$ cat src/rtl/uart_tx_arbiter_if.sv
`default_nettype none
// ============================================================================
// uart_tx_arbiter_if : client request/ack and TX-core handshake bundle
// Revision 1.0
// ============================================================================
interface uart_tx_arbiter_if #(
   parameter int NUM_REQ = 4
);
   logic [NUM_REQ-1:0]   req_i;
   logic [8*NUM_REQ-1:0] data_i;
   logic [NUM_REQ-1:0]   ack_o;
   logic [NUM_REQ-1:0]   grant_o;
   logic [7:0]           tx_data_o;
   logic                 tx_data_flag_o;
   logic                 tx_busy_i;
   logic                 busy_o;
   logic                 err_timeout_o;

   // master: the clients plus the TX core driving the arbiter
   modport master (
      output req_i, data_i, tx_busy_i,
      input  ack_o, grant_o, tx_data_o, tx_data_flag_o, busy_o, err_timeout_o
   );

   modport slave (
      input  req_i, data_i, tx_busy_i,
      output ack_o, grant_o, tx_data_o, tx_data_flag_o, busy_o, err_timeout_o
   );
endinterface
`default_nettype wire

$ cat src/rtl/uart_tx_arbiter.sv
`default_nettype none
// ============================================================================
// uart_tx_arbiter : round-robin sharing of one UART TX core among NUM_REQ clients
// Revision 1.0
// ============================================================================
module uart_tx_arbiter #(
   parameter int NUM_REQ     = 4,
   parameter int GAP_CYC     = 0,
   parameter int TIMEOUT_CYC = 16
) (
   input  wire logic        sys_clk_i,
   input  wire logic        rst_n_i,
   uart_tx_arbiter_if.slave bus
);

   localparam int IDX_W   = (NUM_REQ > 1) ? $clog2(NUM_REQ) : 1;
   localparam int CNT_MAX = (TIMEOUT_CYC > GAP_CYC) ? TIMEOUT_CYC : GAP_CYC;
   localparam int CNT_W   = (CNT_MAX > 1) ? $clog2(CNT_MAX) : 1;

   localparam logic [CNT_W-1:0] TMO_LAST = CNT_W'(TIMEOUT_CYC - 1);
   localparam logic [CNT_W-1:0] GAP_LAST = (GAP_CYC > 0) ? CNT_W'(GAP_CYC - 1) : '0;

   localparam logic [1:0] ST_IDLE      = 2'd0;
   localparam logic [1:0] ST_WAIT_BUSY = 2'd1;
   localparam logic [1:0] ST_WAIT_DONE = 2'd2;
   localparam logic [1:0] ST_GAP       = 2'd3;

   logic [1:0]         state;
   logic [1:0]         state_nx;
   logic [IDX_W-1:0]   last_grant;
   logic [IDX_W-1:0]   cand;
   logic [IDX_W-1:0]   win_idx;
   logic               win_valid;
   logic [NUM_REQ-1:0] win_onehot;
   logic [CNT_W-1:0]   cnt;

   // Search starts just past the previous owner so every client gets a turn.
   always_comb begin
      win_valid = 1'b0;
      win_idx   = last_grant;
      cand      = last_grant;
      for (int i = 1; i <= NUM_REQ; i++) begin
         cand = IDX_W'((int'(last_grant) + i) % NUM_REQ);
         if (!win_valid && bus.req_i[cand]) begin
            win_valid = 1'b1;
            win_idx   = cand;
         end
      end
      win_onehot = NUM_REQ'(1) << win_idx;
   end

   always_comb begin
      state_nx = state;
      case (state)
         ST_IDLE: begin
            if (win_valid) state_nx = ST_WAIT_BUSY;
         end
         ST_WAIT_BUSY: begin
            if (bus.tx_busy_i)         state_nx = ST_WAIT_DONE;
            else if (cnt == TMO_LAST)  state_nx = ST_IDLE;
         end
         ST_WAIT_DONE: begin
            if (!bus.tx_busy_i) state_nx = (GAP_CYC > 0) ? ST_GAP : ST_IDLE;
         end
         ST_GAP: begin
            if (cnt == GAP_LAST) state_nx = ST_IDLE;
         end
         default: state_nx = ST_IDLE;
      endcase
   end

   always_ff @(posedge sys_clk_i) begin
      if (!rst_n_i) begin
         state              <= ST_IDLE;
         last_grant         <= IDX_W'(NUM_REQ - 1);
         cnt                <= '0;
         bus.ack_o          <= '0;
         bus.grant_o        <= '0;
         bus.tx_data_o      <= '0;
         bus.tx_data_flag_o <= 1'b0;
         bus.busy_o         <= 1'b0;
         bus.err_timeout_o  <= 1'b0;
      end else begin
         state              <= state_nx;
         bus.busy_o         <= (state_nx != ST_IDLE);
         bus.ack_o          <= '0;
         bus.tx_data_flag_o <= 1'b0;
         bus.err_timeout_o  <= 1'b0;
         case (state)
            ST_IDLE: begin
               cnt <= '0;
               if (win_valid) begin
                  bus.tx_data_o      <= bus.data_i[{win_idx, 3'b000} +: 8];
                  bus.tx_data_flag_o <= 1'b1;
                  bus.ack_o          <= win_onehot;
                  bus.grant_o        <= win_onehot;
                  last_grant         <= win_idx;
               end
            end
            ST_WAIT_BUSY: begin
               if (bus.tx_busy_i) begin
                  cnt <= '0;
               end else if (cnt == TMO_LAST) begin
                  // TX core never answered: drop the byte, no retry.
                  bus.err_timeout_o <= 1'b1;
                  bus.grant_o       <= '0;
                  cnt               <= '0;
               end else begin
                  cnt <= cnt + CNT_W'(1);
               end
            end
            ST_WAIT_DONE: begin
               cnt <= '0;
               if (!bus.tx_busy_i) bus.grant_o <= '0;
            end
            ST_GAP: begin
               cnt <= (cnt == GAP_LAST) ? '0 : cnt + CNT_W'(1);
            end
            default: cnt <= '0;
         endcase
      end
   end

endmodule
`default_nettype wire

$ cat src/flat_wrapper.sv
// flat-port wrapper written by rule: the top's interface ports become plain ports
module uart_tx_arbiter_flat 
#(
   parameter int NUM_REQ     = 4,
   parameter int GAP_CYC     = 0,
   parameter int TIMEOUT_CYC = 16
)
  (sys_clk_i, rst_n_i, bus_req_i, bus_data_i, bus_tx_busy_i, bus_ack_o, bus_grant_o, bus_tx_data_o, bus_tx_data_flag_o, bus_busy_o, bus_err_timeout_o);
  uart_tx_arbiter_if #(.NUM_REQ(NUM_REQ)) bus_i ();
  input  wire logic sys_clk_i;
  input  wire logic rst_n_i;
  input wire logic [$bits(bus_i.req_i)-1:0] bus_req_i;
  input wire logic [$bits(bus_i.data_i)-1:0] bus_data_i;
  input wire logic [$bits(bus_i.tx_busy_i)-1:0] bus_tx_busy_i;
  output wire logic [$bits(bus_i.ack_o)-1:0] bus_ack_o;
  output wire logic [$bits(bus_i.grant_o)-1:0] bus_grant_o;
  output wire logic [$bits(bus_i.tx_data_o)-1:0] bus_tx_data_o;
  output wire logic [$bits(bus_i.tx_data_flag_o)-1:0] bus_tx_data_flag_o;
  output wire logic [$bits(bus_i.busy_o)-1:0] bus_busy_o;
  output wire logic [$bits(bus_i.err_timeout_o)-1:0] bus_err_timeout_o;
  assign bus_i.req_i = bus_req_i;
  assign bus_i.data_i = bus_data_i;
  assign bus_i.tx_busy_i = bus_tx_busy_i;
  assign bus_ack_o = bus_i.ack_o;
  assign bus_grant_o = bus_i.grant_o;
  assign bus_tx_data_o = bus_i.tx_data_o;
  assign bus_tx_data_flag_o = bus_i.tx_data_flag_o;
  assign bus_busy_o = bus_i.busy_o;
  assign bus_err_timeout_o = bus_i.err_timeout_o;
  uart_tx_arbiter #(.NUM_REQ(NUM_REQ), .GAP_CYC(GAP_CYC), .TIMEOUT_CYC(TIMEOUT_CYC)) u_core (.sys_clk_i(sys_clk_i), .rst_n_i(rst_n_i), .bus(bus_i));
endmodule
$ cat config.mk
export PLATFORM = sky130hd
export DESIGN_NAME = uart_tx_arbiter_flat
export DESIGN_NICKNAME = d
export VERILOG_FILES = /design/src/rtl/uart_tx_arbiter_if.sv /design/src/rtl/uart_tx_arbiter.sv /design/src/flat_wrapper.sv
export SDC_FILE = /design/constraint.sdc
export NUM_CORES = 1
export LEC_CHECK = 0
export ABC_AREA = 1
export ABC_CLOCK_PERIOD_IN_PS = 1450
export BUFFER_PORTS_ARGS = -buffer_cell sky130_fd_sc_hd__buf_2
export CAP_MARGIN = 15
export CORE_MARGIN = 2
export CORE_UTILIZATION = 30
export CTS_BUF_LIST = sky130_fd_sc_hd__clkbuf_8
export DETAILED_ROUTE_END_ITERATION = 10
export SYNTH_ARGS = -nofsm -noshare
export SYNTH_HDL_FRONTEND = slang
export SYNTH_SLANG_ARGS = --single-unit
export TNS_END_PERCENT = 20
$ cat constraint.sdc
create_clock -name sys_clk_i -period 1.45 [get_ports sys_clk_i]
set_input_delay 0.29 -clock sys_clk_i [delete_from_list [all_inputs] [get_ports sys_clk_i]]
set_output_delay 0.29 -clock sys_clk_i [all_outputs]
set_load 0.05 [all_outputs]
==> out/results.tsv <==
stage	metric	value	unit
status	status	finished with violations	
status	failing checks	negative setup slack	
synthesis	Yosys top cell area share	28.1	%
clock_tree	hold_buf cts	0	
clock_tree	Root Driver	clkbuf_8	
synthesis	Synth cell types	34	
job	max cap viols	0	
route	drt drc	0	
finish	design area	2860	µm²
synthesis	synth warn	0	
global_routing	initial antenna violation count	0	
floorplanning	Core ar.	6280	µm²
global_routing	grt ovf	0	
placed_design	post-detail-place hpwl	4030	µm
finish	share of layout cells above drive strength 1	46.6	%
route	initial DRC count	72	
placed_design	Placer Congestion	0.852	
power_and_ir_drop	Internal Pwr Total	3.71	mW
floorplanning	DIE AREA	7060	µm²
floorplanning	Initial Util	30.6	%
clock_tree	CTS clk-pin slew, worst paths	0.09	ns
critical_path	critical path data required time	1.63	ns
route	detail-routed via count per cell	4.58	
synthesis	synthesized area	1920	µm²
route	Wirelength per Cell	11.4	µm
power_and_ir_drop	Clk pwr share	5.2	%
sta	Worst slew margin	80.4	%
floorplanning	I/O pins	58	
sta	Final setup viols	19	
critical_path	CP bufs+invs	3	
power_and_ir_drop	Sw Ratio	53.6	%
synthesis	mean post-synth cell area	6.72	µm²
sta	Least-Margin Pin Slew	0.293	ns
critical_path	slowest CP cell	dfxtp_4	
synthesis	Seq cells post-synth	27	
clock_tree	CTS Buf Count	3	
global_routing	first-pass GRT wire length	8460	µm
synthesis	post-synthesis sequential area ratio	28.1	%
sta	Final Hold Viols	0	
sta	fmax	580	MHz
critical_path	CP endpoint kind	register	
finish	Nets	420	
route	final wirelength	5110	µm
clock_tree	clk sinks	27	
power_and_ir_drop	sequential power share	14.3	%
global_routing	largest net degree at the start of global routing	17	
critical_path	cell mode on critical path	nand2_1	
clock_tree	CTS tree	yes	
global_routing	global-route usage over all layers	14.1	%
synthesis	post-synthesis cell count	286	
critical_path	WS Path Type	register to register	
floorplanning	Die W	84.0	µm
global_routing	vias in the first global route	1916	
route	DR pass1 iterations	4	
synthesis	Synth area leaders	dfxtp_1, nand2_1, nand3_1	
clock_tree	Clk Latency, worst-skew pair	0.27	ns
synthesis	Primary FF master, synth	dfxtp_1	
finish	area grow syn2layout	48.6	%
clock_tree	H-Tree Depth	1	
sta	clock skew	0.00757	ns
route	via count	2059	
critical_path	Arr. time, crit path	1.90	ns
hold_path	HP Class	input port to register	
power_and_ir_drop	Comb power frac	80.5	%
critical_path	Crit path max-delay family	simple AND/OR/NAND/NOR gates	
synthesis	share of flip-flops with an asynchronous set or reset	0	%
placed_design	Port Buffers	57	
sta	final worst slack	-0.273	ns
sta	setup TNS	-3.12	ns
critical_path	CP max stage delay	0.41	ns
clock_tree	Clock Path Buffers	2	
synthesis	Post-Synthesis Net Count	332	
critical_path	nature of the critical path startpoint	register	
route	ANT nets after route	0	
sta	Slew Limit Fails	0	
power_and_ir_drop	Pleak	1.51	nW
sta	RSZ-0062 raised after global routing	yes	
power_and_ir_drop	switching power	4.28	mW
finish	n_diodes	0	
placed_design	area post-placement	2530	µm²
critical_path	crit path max fanout	8	
floorplanning	row count	29	
critical_path	worst-path cell chain	inv_6 > nand2_1 > nand2_4 > nand2_4 > nand2_4 > nand2_8 > nand3_4 > clkbuf_16 > nand3_2 > nand2_1 > nand2_1 > nand3_1 > nand2_1 > inv_1	
sta	fin crit share	119	%
floorplanning	die span in y	84.0	µm
synthesis	cell taking the most area after synthesis	dfxtp_1	
power_and_ir_drop	Cell Pwr Density	2800	nW/µm²
sta	minimum clock period	1.72	ns
power_and_ir_drop	Peak VDD IR	0.00149	V
finish	fillers	649	
synthesis	number of synthesized flops with an enable pin	0	
## cell usage after synthesis, types with 2 or more instances
| cell | count |
|---|---|
| o21ai_0 | 5 |
| ha_1 | 7 |
| a21boi_0 | 3 |
| dfxtp_1 | 27 |
| inv_1 | 25 |
| nand2_1 | 69 |
| buf_4 | 3 |
| nor2_1 | 34 |
| a21oi_1 | 8 |
| buf_6 | 2 |
| nand3_1 | 43 |
| nand2_4 | 10 |
| a21oi_2 | 2 |
| inv_2 | 3 |
| nor3_1 | 2 |
| nor2_2 | 2 |
| nand2_2 | 24 |
## through the flow
stage	hold WS [ns]	total power [mW]	utilization (%)	std cells	setup slack [ns]
after global placement	0.466	6.40	40.2	443	-0.336
final	0.246	7.99	45.5	450	-0.273
after CTS	0.239	7.21	42.2	448	-0.237
after floorplan	0.368	5.08	-	286	-0.0938
after global routing	0.243	8.65	45.5	450	-0.356
after detailed placement	0.469	6.44	40.2	443	-0.398
## state kept, by name, indices dropped and copies added (netlist names), 2 cells and up
signal,cells
u_core.bus.tx_data_o,8
u_core.bus.ack_o,4
u_core.bus.grant_o,4
u_core.cnt,4
u_core.last_grant,2
u_core.state,2
## final cells by class
| class | count | area, µm² | area share, % |
|---|---|---|---|
| Timing Repair Buffer | 91 | 627 | 22.0 |
| Sequential cell | 27 | 549 | 19.2 |
| Clock buffer | 3 | 41.3 | 1.45 |
| Multi-Input combinational cell | 221 | 1410 | 49.3 |
| Inverter | 30 | 130 | 4.56 |
| Clock inverter | 1 | 5.00 | 0.175 |
| Tap cell | 77 | 96.3 | 3.37 |
## worst paths after layout
| path | startpoint | slack [ns] | cells past startpoint | endpoint |
|---|---|---|---|---|
| worst min-delay path | bus_tx_busy_i | 0.25 | 2 | u_core.bus.err_timeout_o |
| worst min register to register | u_core.bus.grant_o[3] | 0.48 | 2 | u_core.bus.grant_o[3] |
| worst max register to register | u_core.last_grant[0] | -0.27 | 14 | u_core.bus.tx_data_o[2] |
| worst max-delay path | u_core.last_grant[0] | -0.27 | 14 | u_core.bus.tx_data_o[2] |
## timing repair
action                     in CTS  in global routing
pin swaps                       4                 32
gates resized for setup        22                 42
setup endpoints to repair      22                 23
setup buffers                   1                  1
gates cloned                    0                  1
## routing by layer
metal  vias to the layer above  global-route usage (%)  share of wire [%]
met5                         -                       0                  0
li1                       1089                       -                  -
met4                         0                    1.32               0.37
met1                       903                    17.6                 42
met3                         2                    2.77                5.9
met2                        65                    25.9                 51
## power by group through the flow
| stage | clock, mW | sequential, mW | combinational (mW) |
|---|---|---|---|
| after global placement | 0 | 1.14 | 5.26 |
| final | 0.415 | 1.14 | 6.43 |
| after global routing | 0.478 | 1.17 | 7.00 |
| after CTS | 0.439 | 1.15 | 5.62 |
| after detailed placement | 0 | 1.14 | 5.31 |
| after floorplan | 0 | 1.68 | 3.40 |
## kinds of logic after synthesis
| kind of cell | synth area share (%) |
|---|---|
| flip-flops | 28.1 |
| AO/OA/AOI/OAI | 8.53 |
| XOR/XNOR | 0.912 |
| AND/OR/NAND/NOR | 48.3 |
| buffers and inverters | 9.57 |
| adder cells (fa/ha/maj) | 4.56 |
## layout by cell type (no fill, tap or decap), types with 3 or more instances in the layout
cell type	count
nand3_1	31
dfxtp_1	24
buf_2	57
buf_4	24
nand2_8	4
nor2_1	30
inv_1	24
a21oi_1	6
nand2_1	60
nand3_2	13
buf_6	5
nand2_2	22
buf_12	4
o21ai_1	3
ha_1	7
nand2_4	17
nor2_2	5
clkbuf_8	3
a21oi_2	4
Note: power is estimated with default switching activity, not from simulation.
